### src/rtl/rps_pkg.sv
// rtl/rps_pkg.sv - shared codes for the stone-paper-scissors round engine and match tracker
package rps_pkg;

    localparam logic [1:0] MV_STONE    = 2'b00;
    localparam logic [1:0] MV_PAPER    = 2'b01;
    localparam logic [1:0] MV_SCISSORS = 2'b10;
    localparam logic [1:0] MV_INVALID  = 2'b11;

    typedef enum logic [1:0] {
        RES_TIE     = 2'b00,
        RES_P1      = 2'b01,
        RES_P2      = 2'b10,
        RES_INVALID = 2'b11
    } result_t;

    typedef enum logic [1:0] {
        ST_IDLE = 2'b00,
        ST_PLAY = 2'b01,
        ST_DONE = 2'b10
    } state_t;

    typedef enum logic [1:0] {
        MW_NONE = 2'b00,
        MW_P1   = 2'b01,
        MW_P2   = 2'b10
    } match_winner_t;

endpackage

### src/rtl/rps_score_ctr.sv
// rtl/rps_score_ctr.sv - saturating counter with clear, used for scores and round counts
module rps_score_ctr #(
    parameter int W = 4
) (
    input  logic         clk,
    input  logic         rst,
    input  logic         i_clr,
    input  logic         i_inc,
    output logic [W-1:0] o_count
);

    logic [W-1:0] r_count;

    always_ff @(posedge clk or posedge rst) begin
        if (rst) begin
            r_count <= '0;
        end else if (i_clr) begin
            r_count <= '0;
        end else if (i_inc && (r_count != {W{1'b1}})) begin
            r_count <= r_count + 1'b1;
        end
    end

    assign o_count = r_count;

endmodule

### src/rtl/rps_match_tracker.sv
// rtl/rps_match_tracker.sv - best-of-N match controller fed by per-round results
module rps_match_tracker
    import rps_pkg::*;
#(
    parameter int WINS_TO_TAKE = 2,
    parameter int MAX_ROUNDS   = 7
) (
    input  logic       clk,
    input  logic       reset,
    input  logic       new_match,
    input  logic       round_valid,
    input  logic [1:0] round_winner,
    output logic       round_req,
    output logic [3:0] p1_score,
    output logic [3:0] p2_score,
    output logic [3:0] round_count,
    output logic [2:0] invalid_count,
    output logic       match_over,
    output logic [1:0] match_winner,
    output logic [1:0] state
);

    localparam logic [3:0] L_WINS = 4'(WINS_TO_TAKE);
    localparam logic [3:0] L_MAX  = 4'(MAX_ROUNDS);

    state_t        r_state;
    match_winner_t r_winner;
    logic          r_req;
    logic          r_over;

    logic          w_active;
    logic          w_inc_p1;
    logic          w_inc_p2;
    logic          w_inc_rc;
    logic          w_inc_inv;
    logic [3:0]    w_p1_post;
    logic [3:0]    w_p2_post;
    logic [3:0]    w_rc_post;
    logic          w_end;
    match_winner_t w_winner;

    // A round arriving together with new_match is dropped in favour of the restart.
    assign w_active  = (r_state == ST_PLAY) && round_valid && !new_match;
    assign w_inc_p1  = w_active && (round_winner == RES_P1);
    assign w_inc_p2  = w_active && (round_winner == RES_P2);
    assign w_inc_rc  = w_active && (round_winner != RES_INVALID);
    assign w_inc_inv = w_active && (round_winner == RES_INVALID);

    rps_score_ctr #(.W(4)) u_p1_ctr (
        .clk(clk), .rst(reset), .i_clr(new_match), .i_inc(w_inc_p1), .o_count(p1_score)
    );
    rps_score_ctr #(.W(4)) u_p2_ctr (
        .clk(clk), .rst(reset), .i_clr(new_match), .i_inc(w_inc_p2), .o_count(p2_score)
    );
    rps_score_ctr #(.W(4)) u_rc_ctr (
        .clk(clk), .rst(reset), .i_clr(new_match), .i_inc(w_inc_rc), .o_count(round_count)
    );
    rps_score_ctr #(.W(3)) u_inv_ctr (
        .clk(clk), .rst(reset), .i_clr(new_match), .i_inc(w_inc_inv), .o_count(invalid_count)
    );

    // End check looks at the values the counters will hold after this edge.
    assign w_p1_post = p1_score    + {3'b000, w_inc_p1};
    assign w_p2_post = p2_score    + {3'b000, w_inc_p2};
    assign w_rc_post = round_count + {3'b000, w_inc_rc};
    assign w_end     = (w_p1_post == L_WINS) || (w_p2_post == L_WINS) || (w_rc_post == L_MAX);

    always_comb begin
        w_winner = MW_NONE;
        if (w_p1_post == L_WINS) begin
            w_winner = MW_P1;
        end else if (w_p2_post == L_WINS) begin
            w_winner = MW_P2;
        end else if (w_rc_post == L_MAX) begin
            if (w_p1_post > w_p2_post) begin
                w_winner = MW_P1;
            end else if (w_p2_post > w_p1_post) begin
                w_winner = MW_P2;
            end
        end
    end

    always_ff @(posedge clk or posedge reset) begin
        if (reset) begin
            r_state  <= ST_IDLE;
            r_winner <= MW_NONE;
            r_req    <= 1'b0;
            r_over   <= 1'b0;
        end else begin
            r_req <= 1'b0;
            if (new_match) begin
                r_state  <= ST_PLAY;
                r_winner <= MW_NONE;
                r_over   <= 1'b0;
                r_req    <= 1'b1;
            end else if (w_active) begin
                if (w_end) begin
                    r_state  <= ST_DONE;
                    r_winner <= w_winner;
                    r_over   <= 1'b1;
                end else begin
                    r_req <= 1'b1;
                end
            end
        end
    end

    assign round_req    = r_req;
    assign match_over   = r_over;
    assign match_winner = r_winner;
    assign state        = r_state;

endmodule

### config.mk
export PLATFORM = sky130hd
export DESIGN_NAME = rps_match_tracker
export DESIGN_NICKNAME = d
export VERILOG_FILES = /design/src/rtl/rps_pkg.sv /design/src/rtl/rps_score_ctr.sv /design/src/rtl/rps_match_tracker.sv
export SDC_FILE = /design/constraint.sdc
export NUM_CORES = 1
export LEC_CHECK = 0
export BUFFER_PORTS_ARGS = -buffer_cell sky130_fd_sc_hd__buf_2
export CAP_MARGIN = 0
export CORE_MARGIN = 1.5
export CORE_UTILIZATION = 52
export CTS_BUF_LIST = sky130_fd_sc_hd__clkbuf_4
export CTS_CLUSTER_SIZE = 14
export DETAILED_ROUTE_END_ITERATION = 16
export GPL_TIMING_DRIVEN = 0
export HOLD_SLACK_MARGIN = 0.15
export PLACE_DENSITY = 0.76
export SYNTH_ARGS = -nofsm -noshare
export SYNTH_HDL_FRONTEND = slang
export SYNTH_SLANG_ARGS = --single-unit
### constraint.sdc
create_clock -name clk -period 3.8 [get_ports clk]
set_clock_uncertainty 0.2 [all_clocks]
set_input_delay 0.19 -clock clk [delete_from_list [all_inputs] [get_ports clk]]
set_output_delay 0.19 -clock clk [all_outputs]
set_load 0.01 [all_outputs]
==> summary.md, run 1 <==
| Metric | Value |
|---|---|
| P_int | 0.000271 W |
| Delay-heaviest family, CP | simple AND/OR/NAND/NOR gates |
| Final #Nets | 191 |
| Syn Inst Count | 138 |
| Crit-path max cell delay | 0.44 ns |
| CP arrival | 3.37 ns |
| Crit share post-route | 0.893 |
| CP Cell Sequence | nand3b_1 -> nand2b_1 -> nor3b_1 -> ha_1 -> a31oi_1 -> or2_2 -> ha_1 -> a21oi_1 -> o21ai_0 -> a2111oi_0 -> nor4_1 |
| First-pass GRT wire length | 4.40 mm |
| EDFF count, synth | 0 |
| Worst hold path type | input pin to flop |
| Rows | 18 |
| Total Wirelength | 2.71 mm |
| Core footprint | 2430 sq um |
| Post-DP Area | 1490 sq um |
| Max cap viols | 0 |
| DRC viols | 0 |
| Cell Pwr Density | 240 nW/um^2 |
| Post-Syn Area per Cell | 9.59 sq um |
| Leakage | 0.801 nW |
| Commonest non-fill, non-tap cell in the layout | buf_2 |
| Cell variety after synth | 39 |
| Yosys warns | 0 |
| Most frequent cells in the layout | 28 x buf_2, 20 x dfrtp_1, 19 x nor2_1 |
| CP dominant cell by count | ha_1 |
| Reg2reg path depth | 11 |
| Post-Syn Area | 1320 sq um |
| Cell depth of the worst setup path | 11 |
| Startpoint Class | flop |
| Critical Path RT | 3.77 ns |
| Routed Antenna Nets | 0 |
| Net Sw Frac | 0.261 |
| #FFs+latches synth | 20 |
| Synthesis-to-finish area growth | 15.1% |
| Total congestion overflow | 0 |
| Initial antenna violation count | 0 |
| Clock latency on the worst-skew pair | 0.30 ns |
| Commonest register cell after synthesis | dfrtp_1 |
| Net count after synthesis | 159 |
| Slew Viols, Final | 0 |
| Iteration-0 DRC Markers | 12 |
| Post-route minimum period | 3.39 ns |
| Vias in the first global route | 1018 |
| Total iterations of the first detailed-routing run | 4 |
| Ant. Diodes | 0 |
| Worst-path clk slew | 0.11 ns |
| # resized after CTS | 0 |
| Worst Path Buf+Inv | 0 |
| Fmax | 295 MHz |
| Initial Util | 0.544 |
| Aggregate global-route resource usage | 0.213 |
| Die width | 53.5 um |
| Combinational share of power | 0.120 |
| Via count | 1100 |
| CTS sink count | 20 |
| Worst hold slack | 0.201 ns |
| Slew HR | 0.475 |
| Post-Route Utilization | 0.627 |
| Clock Power Share | 0.276 |
| Worst-Margin Slew | 0.786 ns |
| Slowest-stage cell, CP | a2111oi_0 |
| Reg power frac | 0.603 |
| Ys async rst share | 1.00 |
| Hpwl dp | 2.10 mm |
| Routed vias/inst | 5.56 |
| CTS buffer count | 3 |
| DR WL/cell | 13.7 um |
| Ports | 27 |
| DIE AREA | 2860 sq um |
| Worst hold path cell count | 5 |
| Critical-path maximum fanout | 8 |
| Die height | 53.5 um |
| # H-tree levels | 1 |
| RSZ-0062 raised after global routing | false |
| Peak supply drop | 0.211 mV |
| Status | complete, no violations |
| Placer congestion estimate | 0.789 |
| Post-synthesis sequential area ratio | 0.378 |
| Largest net degree at the start of global routing | 21 |
| Final instance area | 1520 sq um |
| Final Hold Fails | 0 |
| CTS tree | yes |
| Final setup violation count | 0 |
| Root Buffer | clkbuf_4 |
| Max Root-Sink Buffers | 2 |
| CP endpoint kind | flop |
| PortBufs | 26 |
| Fill cell count | 215 |
| Share of cells above drive strength 1 | 0.226 |
| PnR Total Power | 0.000366 W |
| Total Negative Setup Slacks | 0 ns |
| CP Class | flop to flop |
| P_sw | 0.0000954 W |
| Setup Fix Bufs, Post-CTS | 0 |
flip-flops by register name (all words and copies together) (netlist names):
register	flops
match_winner	2
round_req	1
state	2
u_inv_ctr.o_count	3
u_p1_ctr.o_count	4
u_p2_ctr.o_count	4
u_rc_ctr.o_count	4
power groups by stage:
stage               Clock, W  Combinational, W  Sequential (W)
global placement           0         0.0000414        0.000225
detailed placement         0         0.0000434        0.000225
CTS                 0.000105         0.0000446        0.000221
global route        0.000115         0.0000503        0.000222
finish              0.000101         0.0000441        0.000221
floorplan                  0         0.0000264        0.000226
cell usage after synthesis, types with 2 or more instances:
cell	count	share of area
nor2_1	19	0.054
a21o_1	2	0.011
nand2b_1	3	0.014
and4b_1	2	0.015
mux2i_1	4	0.030
inv_1	6	0.017
dfrtp_1	20	0.38
nand4_1	4	0.019
ha_1	15	0.14
nor3b_1	2	0.011
nand4b_1	2	0.013
nand3_1	6	0.023
xor2_1	6	0.040
buf_2	2	0.0076
a21oi_1	7	0.026
a31oi_1	2	0.0095
o21ai_0	3	0.011
nand2_1	7	0.020
clkbuf_1	2	0.0057
xnor2_1	5	0.033
final timing paths:
kind / start / endpoint / slack, ns
setup / recovery: state[1]$_DFFE_PP0P_ / match_winner[1]$_DFFE_PP0P_ / 0.41
hold / removal: round_winner[1] / u_inv_ctr.o_count[0]$_DFFE_PP0P_ / 0.20
setup reg to reg: state[1]$_DFFE_PP0P_ / match_winner[1]$_DFFE_PP0P_ / 0.41
hold reg to reg: state[1]$_DFFE_PP0P_ / state[1]$_DFFE_PP0P_ / 0.36
max in group asynchronous: reset / u_p2_ctr.o_count[3]$_DFFE_PP0P_ / 2.54
min in group asynchronous: reset / u_inv_ctr.o_count[1]$_DFFE_PP0P_ / 0.37
what timing repair did:
item,4_1_cts,5_1_grt
hold endpoints to repair,20,0
endpoints found under the setup margin,0,0
hold buffers,1,0
kinds of logic after synthesis:
| family | share of synthesized area |
|---|---|
| and+or+nand+nor | 0.232 |
| AOI/OAI and AO/OA | 0.101 |
| DFF | 0.378 |
| adders and majority gates | 0.142 |
| buffers and inverters | 0.0444 |
| xor gates and xnor gates | 0.0728 |
| muxes | 0.0302 |
metal layers:
metal	up-vias	track usage	routed length [um]
met2	27	0.362	1350
met1	516	0.272	1220
met3	2	0.0339	124
met4	0	0.0726	11
met5	-	0	0
li1	555	-	-
through the flow:
| stage | worst slack, ns | std cells |
|---|---|---|
| after floorplan | 0.799 | 138 |
| after global placement | 0.518 | 194 |
| after detailed placement | 0.433 | 194 |
| after CTS | 0.396 | 198 |
| after global routing | 0.0756 | 198 |
| final | 0.405 | 198 |
worst reg2reg max path: cells and delay by family (launching register included):
family,cells,cell delay (ns)
AOI/OAI and AO/OA,4,0.75
DFF,1,0.43
and+or+nand+nor,5,1.31
adders and majority gates,2,0.58
area by class of cell:
class | instances | area, sq um | area share
Clock buffer | 3 | 22.5 | 0.0148
Multi-Input combinational cell | 106 | 764 | 0.502
Timing Repair Buffer | 27 | 140 | 0.0920
Tap cell | 30 | 37.5 | 0.0246
Inverter | 6 | 22.5 | 0.0148
Sequential cell | 20 | 500 | 0.328
Buffer | 6 | 36.3 | 0.0238
Note: power is estimated with default switching activity, not from simulation.
==> run 2, diff against run 1 <==
--- a/config.mk
+++ b/config.mk
@@ -5,6 +5,7 @@
 export SDC_FILE = /design/constraint.sdc
 export NUM_CORES = 1
 export LEC_CHECK = 0
+export ABC_AREA = 1
 export BUFFER_PORTS_ARGS = -buffer_cell sky130_fd_sc_hd__buf_2
 export CAP_MARGIN = 0
 export CORE_MARGIN = 1.5
@@ -14,7 +15,8 @@
 export DETAILED_ROUTE_END_ITERATION = 16
 export GPL_TIMING_DRIVEN = 0
 export HOLD_SLACK_MARGIN = 0.15
-export PLACE_DENSITY = 0.76
+export PLACE_DENSITY = 0.75
+export RECOVER_POWER = 50
 export SYNTH_ARGS = -nofsm -noshare
 export SYNTH_HDL_FRONTEND = slang
 export SYNTH_SLANG_ARGS = --single-unit
==> summary.md, run 2 <==
| Metric | Value |
|---|---|
| P_sw | 0.000115 W (+21%) |
| Reg power frac | 0.483 (-0.120) |
| WL met2 | 1.45 mm (+7.9%) |
| DIE AREA | 3140 sq um (+10%) |
| Ant. Diodes | 0 (unchanged) |
| Fill cell count | 251 (+17%) |
| Ports | 27 (unchanged) |
| Peak supply drop | 0.198 mV (-6.2%) |
| P_int | 0.000347 W (+28%) |
| Most frequent cells in the layout | 35 x nand2_1, 26 x inv_1, 20 x dfrtp_1 |
| Crit share post-route | 0.764 (-0.129) |
| Sequential Area | 500 sq um (unchanged) |
| # resized after CTS | 0 (unchanged) |
| DR top layer | met4 |
| Fmax | 344 MHz (+17%) |
| Post-synth top area share | 0.342 (-0.0365) |
| EDFF count, synth | 0 (unchanged) |
| Max Root-Sink Buffers | 2 (unchanged) |
| WL met1 | 1.44 mm (+18%) |
| Share of cells above drive strength 1 | 0.142 (-0.0840) |
| Clock Power Share | 0.386 (+0.110) |
| CTS sink count | 20 (unchanged) |
| Post-synthesis sequential area ratio | 0.342 (-0.0365) |
| Post-Syn Area | 1470 sq um (+11%) |
| CTS tree | yes |
| Total Wirelength | 3.06 mm (+13%) |
| Setup Fix Bufs, Post-CTS | 0 (unchanged) |
| Core footprint | 2710 sq um (+11%) |
| Total Negative Setup Slacks | 0 ns (unchanged) |
| Critical-path maximum fanout | 5 (-3) |
| Post-route minimum period | 2.90 ns (-0.490 ns) |
| Slew HR | 0.485 (+0.00957) |
| DR WL/cell | 12.3 um (-10%) |
| Net Sw Frac | 0.249 (-0.0111) |
| Largest net degree at the start of global routing | 21 (unchanged) |
| Cell variety after synth | 22 (-44%) |
| Leakage | 0.879 nW (+9.7%) |
| Worst hold path type | flop to flop |
| Die width | 56.1 um (+4.9%) |
| Met3 WL | 109 um (-12%) |
| DP Worst Slack | 0.987 ns (+0.554 ns) |
| Net count after synthesis | 204 (+28%) |
| Syn Inst Count | 183 (+33%) |
| Slew Viols, Final | 0 (unchanged) |
| Area leader, netlist | dfrtp_1 |
| First-pass GRT wire length | 5.20 mm (+18%) |
| Rows | 19 (+1) |
| Vias in the first global route | 1254 (+23%) |
| CP Class | input pin to flop |
| Routed Antenna Nets | 0 (unchanged) |
| R2R Setup Slk | 0.90 ns (+0.49 ns) |
| Total congestion overflow | 0 (unchanged) |
| Synthesis-to-finish area growth | 17.3% |
| Status | complete, no violations |
| Hpwl dp | 2.27 mm (+8.3%) |
| DRC viols | 0 (unchanged) |
| Startpoint Class | input pin |
| Yosys warns | 0 (unchanged) |
| #FFs+latches synth | 20 (unchanged) |
| Aggregate global-route resource usage | 0.209 (-0.00445) |
| Max cap viols | 0 (unchanged) |
| PortBufs | 25 (-3.8%) |
| Root Buffer | clkbuf_4 |
| Slowest-stage cell, CP | dlygate4sd3_1 |
| CP Cell Sequence | dlygate4sd3_1 -> buf_2 -> nand3_4 -> nor2_8 -> inv_1 -> nor3_1 -> ha_1 -> ha_1 -> inv_1 -> nand2_1 -> nand2_1 -> ha_1 -> nand2_1 -> o21ai_0 -> nor2_1 -> nand2_1 -> nand2_1 -> nand2_1 -> nand2_1 |
| Cell Pwr Density | 269 nW/um^2 (+12%) |
| Via count | 1294 (+18%) |
| Iteration-0 DRC Markers | 26 (+14) |
| Placer congestion estimate | 0.842 (+6.8%) |
| Commonest non-fill, non-tap cell in the layout | nand2_1 |
| CTS buffer count | 3 (unchanged) |
| Routed vias/inst | 5.20 (-6.5%) |
| Multi-input gate area | 808 sq um (+5.7%) |
| Final #Nets | 240 (+26%) |
| CP dominant cell by count | nand2_1 |
| Commonest register cell after synthesis | dfrtp_1 |
| # H-tree levels | 1 (unchanged) |
| Ys async rst share | 1.00 (unchanged) |
| Combinational share of power | 0.131 (+0.011) |
| Top area cells in the synthesized netlist | dfrtp_1 34%, ha_1 13%, nand2_1 9.0% |
| Die height | 56.1 um (+4.9%) |
| Clock latency on the worst-skew pair | 0.31 ns (about the same) |
| Initial antenna violation count | 0 (unchanged) |
| Final setup violation count | 0 (unchanged) |
| Hold_buf cts | 6 (+5) |
| CP arrival | 2.93 ns (-0.44 ns) |
| Worst-path clk slew | 0.12 ns (about the same) |
| CP endpoint kind | flop |
| Post-Syn Area per Cell | 8.01 sq um (-17%) |
| Top-count cell post-synth | nand2_1 |
| Worst hold slack | 0.324 ns (+0.123 ns) |
| Crit-path max cell delay | 0.52 ns (+0.08 ns) |
| Final Hold Fails | 0 (unchanged) |
| Worst-Margin Slew | 0.772 ns (-0.0143 ns) |
| Synth cell count leaders | 35 x nand2_1, 26 x inv_1, 20 x dfrtp_1 |
| Initial Util | 0.541 (-0.00361) |
| RSZ-0062 raised after global routing | false |
| Critical Path RT | 3.82 ns (+0.05 ns) |
| Total iterations of the first detailed-routing run | 4 (unchanged) |
| Worst Setup Slack, final | 0.896 ns (+0.490 ns) |
==> run 2: power groups by stage <==
stage	clock network, W	registers [W]	logic, W
2_1_floorplan	0	0.000229	0.0000368
3_3_place_gp	0	0.000227	0.0000556
3_5_place_dp	0	0.000227	0.0000572
4_1_cts	0.000182	0.000223	0.0000624
5_1_grt	0.000194	0.000224	0.0000684
6_report	0.000179	0.000223	0.0000605
==> run 2: cell type report <==
class	instances	share of cell area
plain buffers	6	0.0298
clock inverters	1	0.0175
clock buffers	3	0.0131
inverters	28	0.0611
repair buffers	31	0.0946
multi-input cells	129	0.470
well taps	31	0.0226
flip-flops and latches	20	0.291
==> run 2: metrics by stage <==
step           cells  power [W]  area (sq um)   util
3_5_place_dp     239   0.000285          1630  0.601
6_report         249   0.000463          1720  0.634
5_1_grt          249   0.000486          1720  0.634
4_1_cts          249   0.000468          1740  0.643
3_3_place_gp     239   0.000283          1630  0.601
2_1_floorplan    183   0.000266          1470      -
==> run 2: worst max-delay path, delay by kind of cell <==
kind / cells / cell delay (ns)
AND/OR/NAND/NOR: 11 / 0.97
buffers and inverters: 4 / 0.78
AO/OA/AOI/OAI: 1 / 0.27
adder cells (fa/ha/maj): 3 / 0.71
==> run 2: path summary, 6_finish.rpt <==
check                                       startpoint                              end  cells past startpoint
min reg2reg                match_winner[0]$_DFFE_PP0P_      match_winner[0]$_DFFE_PP0P_                      2
max in group asynchronous                        reset  u_p1_ctr.o_count[2]$_DFFE_PP0P_                      3
max                                        round_valid      match_winner[0]$_DFFE_PP0P_                     19
min                        match_winner[0]$_DFFE_PP0P_      match_winner[0]$_DFFE_PP0P_                      2
min in group asynchronous                        reset  u_rc_ctr.o_count[2]$_DFFE_PP0P_                      3
max reg2reg                       state[1]$_DFFE_PP0P_      match_winner[0]$_DFFE_PP0P_                     18
==> run 2: routing by layer <==
metal,vias to the layer above,global-route usage
li1,670,-
met3,5,0.0209
met2,29,0.365
met1,590,0.267
met4,0,0.0748
met5,-,0
==> run 2: logic make-up after synthesis <==
logic type | after synthesis | share of synthesized area
xor gates and xnor gates | 7 | 0.0418
AOI/OAI and AO/OA | 22 | 0.0751
and+or+nand+nor | 85 | 0.307
adders and majority gates | 15 | 0.128
DFF | 20 | 0.342
buffers and inverters | 34 | 0.107
